### config.mk
export PLATFORM = sky130hd
export DESIGN_NAME = vga_timing_meas
export DESIGN_NICKNAME = d
export VERILOG_FILES = /design/src/rtl/vga_timing_meas.sv
export SDC_FILE = /design/constraint.sdc
export NUM_CORES = 1
export LEC_CHECK = 0
export CAP_MARGIN = 20
export CORE_UTILIZATION = 59
export CTS_CLUSTER_SIZE = 20
export DETAILED_ROUTE_END_ITERATION = 10
export GPL_ROUTABILITY_DRIVEN = 1
export PLACE_DENSITY = 0.83
export SYNTH_ARGS = -nofsm -noshare
export SYNTH_HDL_FRONTEND = slang
export SYNTH_SLANG_ARGS = --single-unit
### constraint.sdc
create_clock -name CLK -period 6.6 [get_ports CLK]
set_input_delay 0.99 -clock CLK [delete_from_list [all_inputs] [get_ports CLK]]
set_output_delay 0.99 -clock CLK [all_outputs]
set_load 0.05 [all_outputs]
### src/rtl/vga_timing_meas.sv
// rtl/vga_timing_meas.sv - video timing measurement and lock detector (optional VIDEO_CRC_EN adds FRAME_CRC)
`timescale 1ns/1ps
module vga_timing_meas #(
    parameter int   CW          = 12,
    parameter logic HS_ACT      = 1'b0,
    parameter logic VS_ACT      = 1'b0,
    parameter int   LOCK_FRAMES = 3
) (
    input  logic          CLK,
    input  logic          RST,
    input  logic [7:0]    VGA_R,
    input  logic [7:0]    VGA_G,
    input  logic [7:0]    VGA_B,
    input  logic          VGA_HS,
    input  logic          VGA_VS,
    input  logic          VGA_DE,
    output logic [CW-1:0] H_TOTAL,
    output logic [CW-1:0] H_ACTIVE,
    output logic [CW-1:0] V_TOTAL,
    output logic [CW-1:0] V_ACTIVE,
    output logic          FRAME_DONE,
    output logic          LOCKED,
    output logic          SIG_LOST
`ifdef VIDEO_CRC_EN
    ,
    output logic [15:0]   FRAME_CRC
`endif
);
    localparam logic [CW-1:0] MAX = '1;
    localparam logic [4:0]    LF  = 5'(LOCK_FRAMES);

    typedef enum logic [1:0] {SEARCH, COUNT, LOCK} state_t;

    function automatic logic [CW-1:0] sat_inc(input logic [CW-1:0] v);
        return (v == MAX) ? v : v + 1'b1;
    endfunction

    logic hs_q, hs_d, vs_q, vs_d, de_q;
    logic hse, vse, meas, lost_now, crc_match;
    logic h_run, v_run, ht_seen, ha_seen, frame_bad;
    logic [CW-1:0] h_cnt, de_cnt, v_cnt, va_cnt, f_ht, f_ha;
    logic [CW-1:0] ref_ht, ref_ha, ref_vt, ref_va;
    logic [CW-1:0] ht_n, ha_n, vc_n, vac_n;
    logic ht_seen_n, ha_seen_n, bad_n, match;
    logic [3:0] stable;
    logic [4:0] stable_inc;
    state_t state;

    // Input stage: registered copy plus one-cycle delayed sync copies; idle at the inactive level
    always_ff @(posedge CLK or posedge RST) begin
        if (RST) begin
            hs_q <= ~HS_ACT;
            hs_d <= ~HS_ACT;
            vs_q <= ~VS_ACT;
            vs_d <= ~VS_ACT;
            de_q <= 1'b0;
        end else begin
            hs_q <= VGA_HS;
            hs_d <= hs_q;
            vs_q <= VGA_VS;
            vs_d <= vs_q;
            de_q <= VGA_DE;
        end
    end

    assign hse      = (hs_q == HS_ACT) && (hs_d != HS_ACT);
    assign vse      = (vs_q == VS_ACT) && (vs_d != VS_ACT);
    assign meas     = hse && h_run;
    assign lost_now = !hse && (h_cnt == MAX);

`ifdef VIDEO_CRC_EN
    function automatic logic [15:0] crc24(input logic [15:0] c, input logic [23:0] d);
        logic [15:0] r;
        r = c;
        for (int i = 23; i >= 0; i--)
            r = {r[14:0], 1'b0} ^ (((r[15] ^ d[i]) == 1'b1) ? 16'h1021 : 16'h0000);
        return r;
    endfunction

    logic [23:0] rgb_q;
    logic [15:0] crc_run, ref_crc;

    // Running CRC over active pixels; a pixel in the VSE cycle starts the new frame
    always_ff @(posedge CLK or posedge RST) begin
        if (RST) begin
            rgb_q   <= '0;
            crc_run <= 16'hFFFF;
        end else begin
            rgb_q <= {VGA_R, VGA_G, VGA_B};
            if (vse)
                crc_run <= de_q ? crc24(16'hFFFF, rgb_q) : 16'hFFFF;
            else if (de_q)
                crc_run <= crc24(crc_run, rgb_q);
        end
    end

    assign crc_match = (crc_run == ref_crc);
`else
    logic unused_rgb;
    assign unused_rgb = ^{VGA_R, VGA_G, VGA_B};
    assign crc_match  = 1'b1;
`endif

    // Frame accumulation including the current cycle's line measurement (so a coincident HSE lands in the ending frame)
    always_comb begin
        ht_n      = f_ht;
        ha_n      = f_ha;
        ht_seen_n = ht_seen;
        ha_seen_n = ha_seen;
        bad_n     = frame_bad;
        vc_n      = v_cnt;
        vac_n     = va_cnt;
        if (hse)
            vc_n = sat_inc(v_cnt);
        if (meas) begin
            if (!ht_seen) begin
                ht_n      = sat_inc(h_cnt);
                ht_seen_n = 1'b1;
            end else if (sat_inc(h_cnt) != f_ht) begin
                bad_n = 1'b1;
            end
            // Active width comes from the first non-blanking line, since frames usually open in blanking
            if (de_cnt != '0) begin
                vac_n = sat_inc(va_cnt);
                if (!ha_seen) begin
                    ha_n      = de_cnt;
                    ha_seen_n = 1'b1;
                end else if (de_cnt != f_ha) begin
                    bad_n = 1'b1;
                end
            end
        end
    end

    assign match = (ht_n == ref_ht) && (ha_n == ref_ha) && (vc_n == ref_vt) &&
                   (vac_n == ref_va) && crc_match;
    assign stable_inc = {1'b0, stable} + 5'd1;

    // Line/frame counters, signal-loss detection, output latching and lock state machine
    always_ff @(posedge CLK or posedge RST) begin
        if (RST) begin
            h_cnt <= '0; de_cnt <= '0; v_cnt <= '0; va_cnt <= '0;
            f_ht <= '0; f_ha <= '0; ht_seen <= 1'b0; ha_seen <= 1'b0; frame_bad <= 1'b0;
            ref_ht <= '0; ref_ha <= '0; ref_vt <= '0; ref_va <= '0;
            h_run <= 1'b0; v_run <= 1'b0; stable <= '0; state <= SEARCH;
            H_TOTAL <= '0; H_ACTIVE <= '0; V_TOTAL <= '0; V_ACTIVE <= '0;
            FRAME_DONE <= 1'b0; LOCKED <= 1'b0; SIG_LOST <= 1'b0;
`ifdef VIDEO_CRC_EN
            ref_crc <= '0; FRAME_CRC <= '0;
`endif
        end else begin
            FRAME_DONE <= 1'b0;
            h_cnt      <= sat_inc(h_cnt);
            if (de_q)
                de_cnt <= sat_inc(de_cnt);
            f_ht <= ht_n; f_ha <= ha_n; ht_seen <= ht_seen_n; ha_seen <= ha_seen_n;
            frame_bad <= bad_n; v_cnt <= vc_n; va_cnt <= vac_n;
            if (hse) begin
                h_cnt    <= '0;
                de_cnt   <= {{(CW-1){1'b0}}, de_q};
                h_run    <= 1'b1;
                SIG_LOST <= 1'b0;
            end else if (lost_now) begin
                SIG_LOST <= 1'b1;
                h_run <= 1'b0; v_run <= 1'b0; stable <= '0; state <= SEARCH; LOCKED <= 1'b0;
                H_TOTAL <= '0; H_ACTIVE <= '0; V_TOTAL <= '0; V_ACTIVE <= '0;
`ifdef VIDEO_CRC_EN
                FRAME_CRC <= '0;
`endif
            end
            if (vse && !lost_now) begin
                v_cnt <= '0; va_cnt <= '0; frame_bad <= 1'b0; ht_seen <= 1'b0; ha_seen <= 1'b0;
                v_run <= 1'b1;
                if (v_run) begin
                    H_TOTAL <= ht_n; H_ACTIVE <= ha_n; V_TOTAL <= vc_n; V_ACTIVE <= vac_n;
                    FRAME_DONE <= 1'b1;
`ifdef VIDEO_CRC_EN
                    FRAME_CRC <= crc_run;
`endif
                    if (state != SEARCH && !bad_n && match) begin
                        if (state == COUNT) begin
                            stable <= stable_inc[3:0];
                            if (stable_inc >= LF) begin
                                state  <= LOCK;
                                LOCKED <= 1'b1;
                            end
                        end
                    end else begin
                        LOCKED <= 1'b0;
                        if (!bad_n) begin
                            ref_ht <= ht_n; ref_ha <= ha_n; ref_vt <= vc_n; ref_va <= vac_n;
`ifdef VIDEO_CRC_EN
                            ref_crc <= crc_run;
`endif
                            stable <= 4'd1;
                            state  <= COUNT;
                        end else begin
                            stable <= '0;
                            state  <= SEARCH;
                        end
                    end
                end
            end
        end
    end
endmodule

==> metrics.txt, run 1 <==
status finished, final reports clean; portion of total power attributed to the clock network 30.7%; area taken by multi-input logic gates 5050 um^2; CTS H-tree lvls 4; setup repair after global routing missed its margin false; CTS buffer count 17; count of buffering cells on the critical path with inverters included 2; CTS clk-pin slew, worst paths 70 ps; via count normalized by instance count 6.51; Crit path required time 6920 ps; core footprint 16800 um^2; setup violators final 0; post-synthesis average cell area 9.39 um^2; worst-skew pair later-pin latency 440 ps; Post-synth EDFFs 0; Routed WL between 20 and 30 mm; share of post-route cells with drive strength above 1 6.89%; cell taking the most area after synthesis sky130_fd_sc_hd__dfrtp_1; overall routing resource usage about a third; Yosys top cell area share 44.6%; number of port buffers 55; crit path DAT 5370 ps; number of nets at the end of the flow ~1100; count of clock tree sinks 187; routability congestion estimate 0.973; number of endpoints with negative hold slack in the final report 0; type of origin of the critical path register; clock tree from TritonCTS done; cell area after synthesis 10300 um^2; Fin Setup TNS 0 ps; synthesized instance count between 1000 and 1500; leading cell types in the layout, fill and taps excluded sky130_fd_sc_hd__dfrtp_1 (183), sky130_fd_sc_hd__nand2_1 (92), sky130_fd_sc_hd__nor2_1 (84), sky130_fd_sc_hd__o21ai_0 (78), sky130_fd_sc_hd__nand3_1 (70); Switching Share approximately a third; register bit count reported by yosys 187; Post-Place Worst Slack 1690 ps; post-route antenna net violation count 0; Synthesized Nets 1129; max_cap viols 0; async set or reset register ratio after synthesis 100%; final core occ 68.5%; maximum fanout along the worst path 48; starting density of the core 61.2%; number of buffers inserted for hold repair after clock tree synthesis 0; average wire per cell in the routed design 20.2 um; width of the chip 134 um; first-pass GRT wire length 44.4 mm; summed area of non-filler cells in the final layout ~11000 um^2; largest stage delay on the critical path ~680 ps; most common library cell in the layout ignoring fill and taps sky130_fd_sc_hd__dfrtp_1; number of placed I/O pins 80; CP cell instances inv_1 > ha_1 > or4b_1 > o31ai_4 > nor3_1 > o21ai_0 > o2111ai_1 > or4_1 > nor4_4 > nor4_4 > buf_4 > mux2_1; Clock Root Buffer sky130_fd_sc_hd__clkbuf_16; antenna violations before repair 0; Max Buffers Root-to-Sink 2; number of inserted diodes 0; buffer count from post-CTS setup fixing 0; first-iteration detailed-routing DRC count 910; largest net degree at the start of global routing between 100 and 150; cell type group with the largest total delay on the critical path simple AND/OR/NAND/NOR gates; Critical Path Most Common Cell sky130_fd_sc_hd__nor4_4; num rows 47; leading post-synthesis cells by cell area sky130_fd_sc_hd__dfrtp_1 (45%), sky130_fd_sc_hd__o21ai_0 (3.8%), sky130_fd_sc_hd__mux2i_1 (3.7%); sequential share of the synthesized area 45.6%; share of total power in combinational logic 26.7%; via count of the first global-routing pass 8161; highest clock rate 198 MHz; largest vdd supply drop between 0.2 and 0.25 mV; via total after detailed routing 8715; R2R Setup Slk 1550 ps; Resized cells post-CTS 0; number of warning messages in the yosys log 0; time the final worst path needs with I/O delays and setup 5050 ps; worst min-delay path category reg -> reg; Pre-antenna DRT Iters 7; Filler Cell Count between 1000 and 1500; final cell count without fillers 1338; post-route setup slack 1550 ps; Top FF cell, synth sky130_fd_sc_hd__dfrtp_1; Tightest Pin Transition ~960 ps; Cells after DPL 1305; post-detailed-placement cell area 10900 um^2; leakage power summed over all cells about 0.005 uW; power density over cell area slightly below 300 nW/um^2; ratio of final minimum period to clock period roughly 77%; relative contribution of sequential cells to total power a little over two fifths; die outline height around 130 um; Netlist cell types 80; grt ovf 0; post-synthesis to final-layout area growth 11.9%; master of the slowest instance on the critical path sky130_fd_sc_hd__o31ai_4; cell internal pwr 2180 uW; Worst Setup End Kind register; Clock Skew 11.1 ps; register area 4680 um^2; Worst Path Class, Setup reg -> reg; relative slew slack 36.2%; Die ar. about 18000 um^2; detailed-placement wirelength estimate 18.9 mm; Net Sw Power 1140 uW; max-slew violation total from the final report 0; final routed DRC violation total 0
[area by class of cell]
type | instances | share of cell area [%]
multi-input cells | 775 | 44.0
clock inverters | 14 | 1.25
repair buffers | 70 | 5.99
inverters | 54 | 1.83
well taps | 220 | 2.40
clock buffers | 18 | 3.74
flip-flops and latches | 187 | 40.8
[through the flow]
stage | total power (uW) | hold slack, ps
after floorplan | 2030 | 354
final | 3320 | 369
after global routing | 3460 | 378
after detailed placement | 2300 | 360
after CTS | 3310 | 371
after global placement | 2270 | 359
[path summary, 6_finish.rpt]
check,start,end,cells after the start
setup / recovery,de_cnt[0],ref_ht[9],12
min in group asynchronous,RST,de_cnt[6],2
setup reg to reg,de_cnt[0],ref_ht[9],12
hold reg to reg,vs_q,vs_d,0
max in group asynchronous,RST,va_cnt[2],3
hold / removal,vs_q,vs_d,0
[power groups by stage]
stage | logic (uW) | registers (uW) | clock network, uW
floorplan | 545 | 1490 | 0
global placement | 844 | 1420 | 0
detailed placement | 867 | 1430 | 0
CTS | 872 | 1410 | 1030
global route | 951 | 1430 | 1080
finish | 885 | 1420 | 1020
[routing by layer]
metal  vias to the layer above  global-route usage, %  part of all wire [%]
met5                         -                      0                     0
met4                         0                   14.5                   3.3
met3                        67                   4.54                   7.4
met2                       421                   50.0                    47
li1                       3946                      -                     -
met1                      4281                   44.6                    42
[Yosys cell counts, types with 11 or more instances]
cell / number
sky130_fd_sc_hd__and4_1: 11
sky130_fd_sc_hd__nor2_1: 84
sky130_fd_sc_hd__mux2_1: 23
sky130_fd_sc_hd__nor4_1: 14
sky130_fd_sc_hd__nand2_1: 94
sky130_fd_sc_hd__nand4_1: 25
sky130_fd_sc_hd__o21ai_0: 78
sky130_fd_sc_hd__o31ai_1: 13
sky130_fd_sc_hd__clkbuf_1: 56
sky130_fd_sc_hd__or3_1: 11
sky130_fd_sc_hd__inv_1: 54
sky130_fd_sc_hd__buf_2: 13
sky130_fd_sc_hd__mux2i_1: 38
sky130_fd_sc_hd__nand3_1: 70
sky130_fd_sc_hd__a21oi_1: 21
sky130_fd_sc_hd__xor2_1: 31
sky130_fd_sc_hd__nor3_1: 31
sky130_fd_sc_hd__xnor2_1: 37
sky130_fd_sc_hd__nor2b_1: 11
sky130_fd_sc_hd__and3_1: 14
sky130_fd_sc_hd__dfrtp_1: 183
[logic make-up (layout without fill, tap and decap cells)]
logic type,after synthesis,count (layout),synth area share (%)
adders and majority gates,7,7,0.853
muxes,64,64,6.56
DFF,187,187,45.6
xor gates and xnor gates,70,70,6.24
AOI/OAI and AO/OA,211,211,13.7
and+or+nand+nor,423,423,21.7
buffers and inverters,131,156,5.35
No activity file was read; power rests on OpenSTA's default activity.
==> run 2, diff against run 1 <==
--- a/config.mk
+++ b/config.mk
@@ -6,11 +6,11 @@
 export NUM_CORES = 1
 export LEC_CHECK = 0
 export CAP_MARGIN = 20
-export CORE_UTILIZATION = 59
+export CORE_UTILIZATION = 53
 export CTS_CLUSTER_SIZE = 20
 export DETAILED_ROUTE_END_ITERATION = 10
 export GPL_ROUTABILITY_DRIVEN = 1
-export PLACE_DENSITY = 0.83
+export PLACE_DENSITY = 0.78
 export SYNTH_ARGS = -nofsm -noshare
 export SYNTH_HDL_FRONTEND = slang
 export SYNTH_SLANG_ARGS = --single-unit
==> constraint.sdc (replaced) <==
create_clock -name CLK -period 4.1 [get_ports CLK]
set_input_delay 0.615 -clock CLK [delete_from_list [all_inputs] [get_ports CLK]]
set_output_delay 0.615 -clock CLK [all_outputs]
set_load 0.05 [all_outputs]
==> metrics.txt, run 2 (same netlist as run 1, synthesis figures left out) <==
final routed DRC violation total 0 (unchanged); setup violators final 0 (unchanged); first-iteration detailed-routing DRC count 1072 (+18%); Critical Path Most Common Cell sky130_fd_sc_hd__or4_1; number of buffers inserted for hold repair after clock tree synthesis 0 (unchanged); overall routing resource usage 29.7% (-2.3 points); post-route antenna net violation count 0 (unchanged); CTS H-tree lvls 4 (unchanged); largest stage delay on the critical path 740 ps (+60 ps); starting density of the core 54.5% (-6.7 points); width of the chip 141 um (+5.4%); worst min-delay path category reg -> reg; largest net degree at the start of global routing 77 (-46%); CTS buffer count 17 (unchanged); clock tree from TritonCTS done; worst-skew pair later-pin latency 430 ps (about the same); first-pass GRT wire length 45.2 mm (+1.8%); Crit path required time 4410 ps (-2510 ps); antenna violations before repair 1 (+1); number of endpoints with negative hold slack in the final report 0 (unchanged); number of port buffers 55 (unchanged); final cell count without fillers 1433 (+7.1%); via total after detailed routing 8713 (-0.023%); leading cell types in the layout, fill and taps excluded sky130_fd_sc_hd__dfrtp_1 (183), sky130_fd_sc_hd__nand2_1 (92), sky130_fd_sc_hd__nor2_1 (84), sky130_fd_sc_hd__o21ai_0 (78), sky130_fd_sc_hd__nand3_1 (70); master of the slowest instance on the critical path sky130_fd_sc_hd__or4_1; Max Buffers Root-to-Sink 2 (unchanged); status finished, final reports clean; CTS clk-pin slew, worst paths 70 ps (about the same); grt ovf 0 (unchanged); average wire per cell in the routed design 19.7 um (-2.6%); CP cell instances or4_1 > nor3_2 > o2bb2ai_1 > xor2_1 > or4_1 > or4_1 > nor4_4 > nor4_4 > buf_12 > mux2_1; Worst Path Class, Setup reg -> reg; Worst Hold Slack 364 ps (-5.27 ps); max_cap viols 0 (unchanged); Pre-antenna DRT Iters 8 (+1); Routed WL 28.2 mm (+4.4%); number of placed I/O pins 80 (unchanged); num rows 50 (+6.4%); highest clock rate 249 MHz (+26%); most common library cell in the layout ignoring fill and taps sky130_fd_sc_hd__dfrtp_1; largest vdd supply drop 0.315 mV (+43%); via count of the first global-routing pass 8253 (+1.1%); cell type group with the largest total delay on the critical path simple AND/OR/NAND/NOR gates; Clock Root Buffer sky130_fd_sc_hd__clkbuf_16; type of origin of the critical path register; number of nets at the end of the flow 1196 (+4.8%); routability congestion estimate 0.975 (+0.21%); detailed-placement wirelength estimate 20.5 mm (+8.7%); crit path DAT 4330 ps (-1040 ps); post-synthesis to final-layout area growth 17.0%; overall power 5570 uW (+68%); R2R Setup Slk 90 ps (-1460 ps); maximum fanout along the worst path 25 (-48%); leakage power summed over all cells 0.00528 uW (+5.7%); time the final worst path needs with I/O delays and setup 4010 ps (-1040 ps); ratio of final minimum period to clock period 97.9% (+21 points); Cells after DPL 1399 (+7.2%); core footprint 18800 um^2 (+12%); Die ar. 19900 um^2 (+11%); Tightest Pin Transition 837 ps (-120 ps); share of post-route cells with drive strength above 1 11.5% (+4.6 points); number of inserted diodes 0 (unchanged); count of clock tree sinks 187 (unchanged); Clock Skew 9.20 ps (-1.92 ps); max-slew violation total from the final report 0 (unchanged); count of buffering cells on the critical path with inverters included 1 (-1); relative slew slack 44.2% (+8.0 points); Worst Setup End Kind register; via count normalized by instance count 6.08 (-6.7%); power density over cell area 464 nW/um^2 (+61%); die outline height 141 um (+5.4%)
run 2: changes by cell type in the layout (fill, tap and decap cells not counted), moves of 2 or more:
cell	previous run	this run
sky130_fd_sc_hd__a2111oi_0	8	6
sky130_fd_sc_hd__buf_12	0	3
sky130_fd_sc_hd__buf_4	13	67
sky130_fd_sc_hd__clkinv_2	5	3
run 2: through the flow:
stage               util [%]  TNS, ps  instance area (um^2)  worst slack (ps)
floorplan                  -        0                 10300               235
global placement        60.3        0                 11400               111
detailed placement      60.3    -3460                 11400              -128
CTS                     63.6        0                 12000             0.591
global route            63.8    -9.65                 12000             -5.66
finish                  63.8        0                 12000              86.0
run 2: power by group:
| group | switching (uW) | leakage, uW | internal (uW) |
|---|---|---|---|
| sequential | 209 | 0.00252 | 2050 |
| combinational | 943 | 0.00246 | 645 |
| clock | 734 | 0.000301 | 987 |
| total | 1890 | 0.00528 | 3680 |
run 2: worst reg2reg max path, cell delays in order, from the launching register on:
cell,delay [ps]
sky130_fd_sc_hd__dfrtp_1,450
sky130_fd_sc_hd__or4_1,740
sky130_fd_sc_hd__nor3_2,280
sky130_fd_sc_hd__o2bb2ai_1,190
sky130_fd_sc_hd__xor2_1,150
sky130_fd_sc_hd__or4_1,590
sky130_fd_sc_hd__or4_1,580
sky130_fd_sc_hd__nor4_4,260
sky130_fd_sc_hd__nor4_4,90
sky130_fd_sc_hd__buf_12,210
sky130_fd_sc_hd__mux2_1,350
run 2: layout make-up:
class                   count  area, um^2
flip-flops and latches    187        4680
clock buffers              20         447
well taps                 260         325
repair buffers            125        1110
multi-input cells         775        5070
inverters                  54         206
fillers                  1519        6830
clock inverters            12         160
run 2: what timing repair did:
action / in CTS / in global routing
setup buffers: 2 / 0
hold endpoints to repair: 0 / 0
resized for setup: 0 / 7
pin swaps: 1 / 0
endpoints found under the setup margin: 43 / 55
run 2: path summary, 6_finish.rpt:
| kind | startpoint | endpoint | cells after the start |
|---|---|---|---|
| worst max-delay path | de_cnt[9] | ref_ha[3] | 10 |
| worst min-delay path | vs_q | vs_d | 0 |
| worst min register to register | vs_q | vs_d | 0 |
| max in group asynchronous | RST | ref_ht[4] | 3 |
| worst max register to register | de_cnt[9] | ref_ha[3] | 10 |
| min in group asynchronous | RST | H_TOTAL[10] | 3 |
run 2: layer usage:
| metal | global-route usage (%) | up-vias | part of all wire [%] |
|---|---|---|---|
| li1 | - | 4045 | - |
| met1 | 41.7 | 4280 | 45 |
| met2 | 45.7 | 322 | 46 |
| met3 | 5.30 | 64 | 6.2 |
| met4 | 11.7 | 2 | 2.9 |
| met5 | 0 | - | 0.057 |
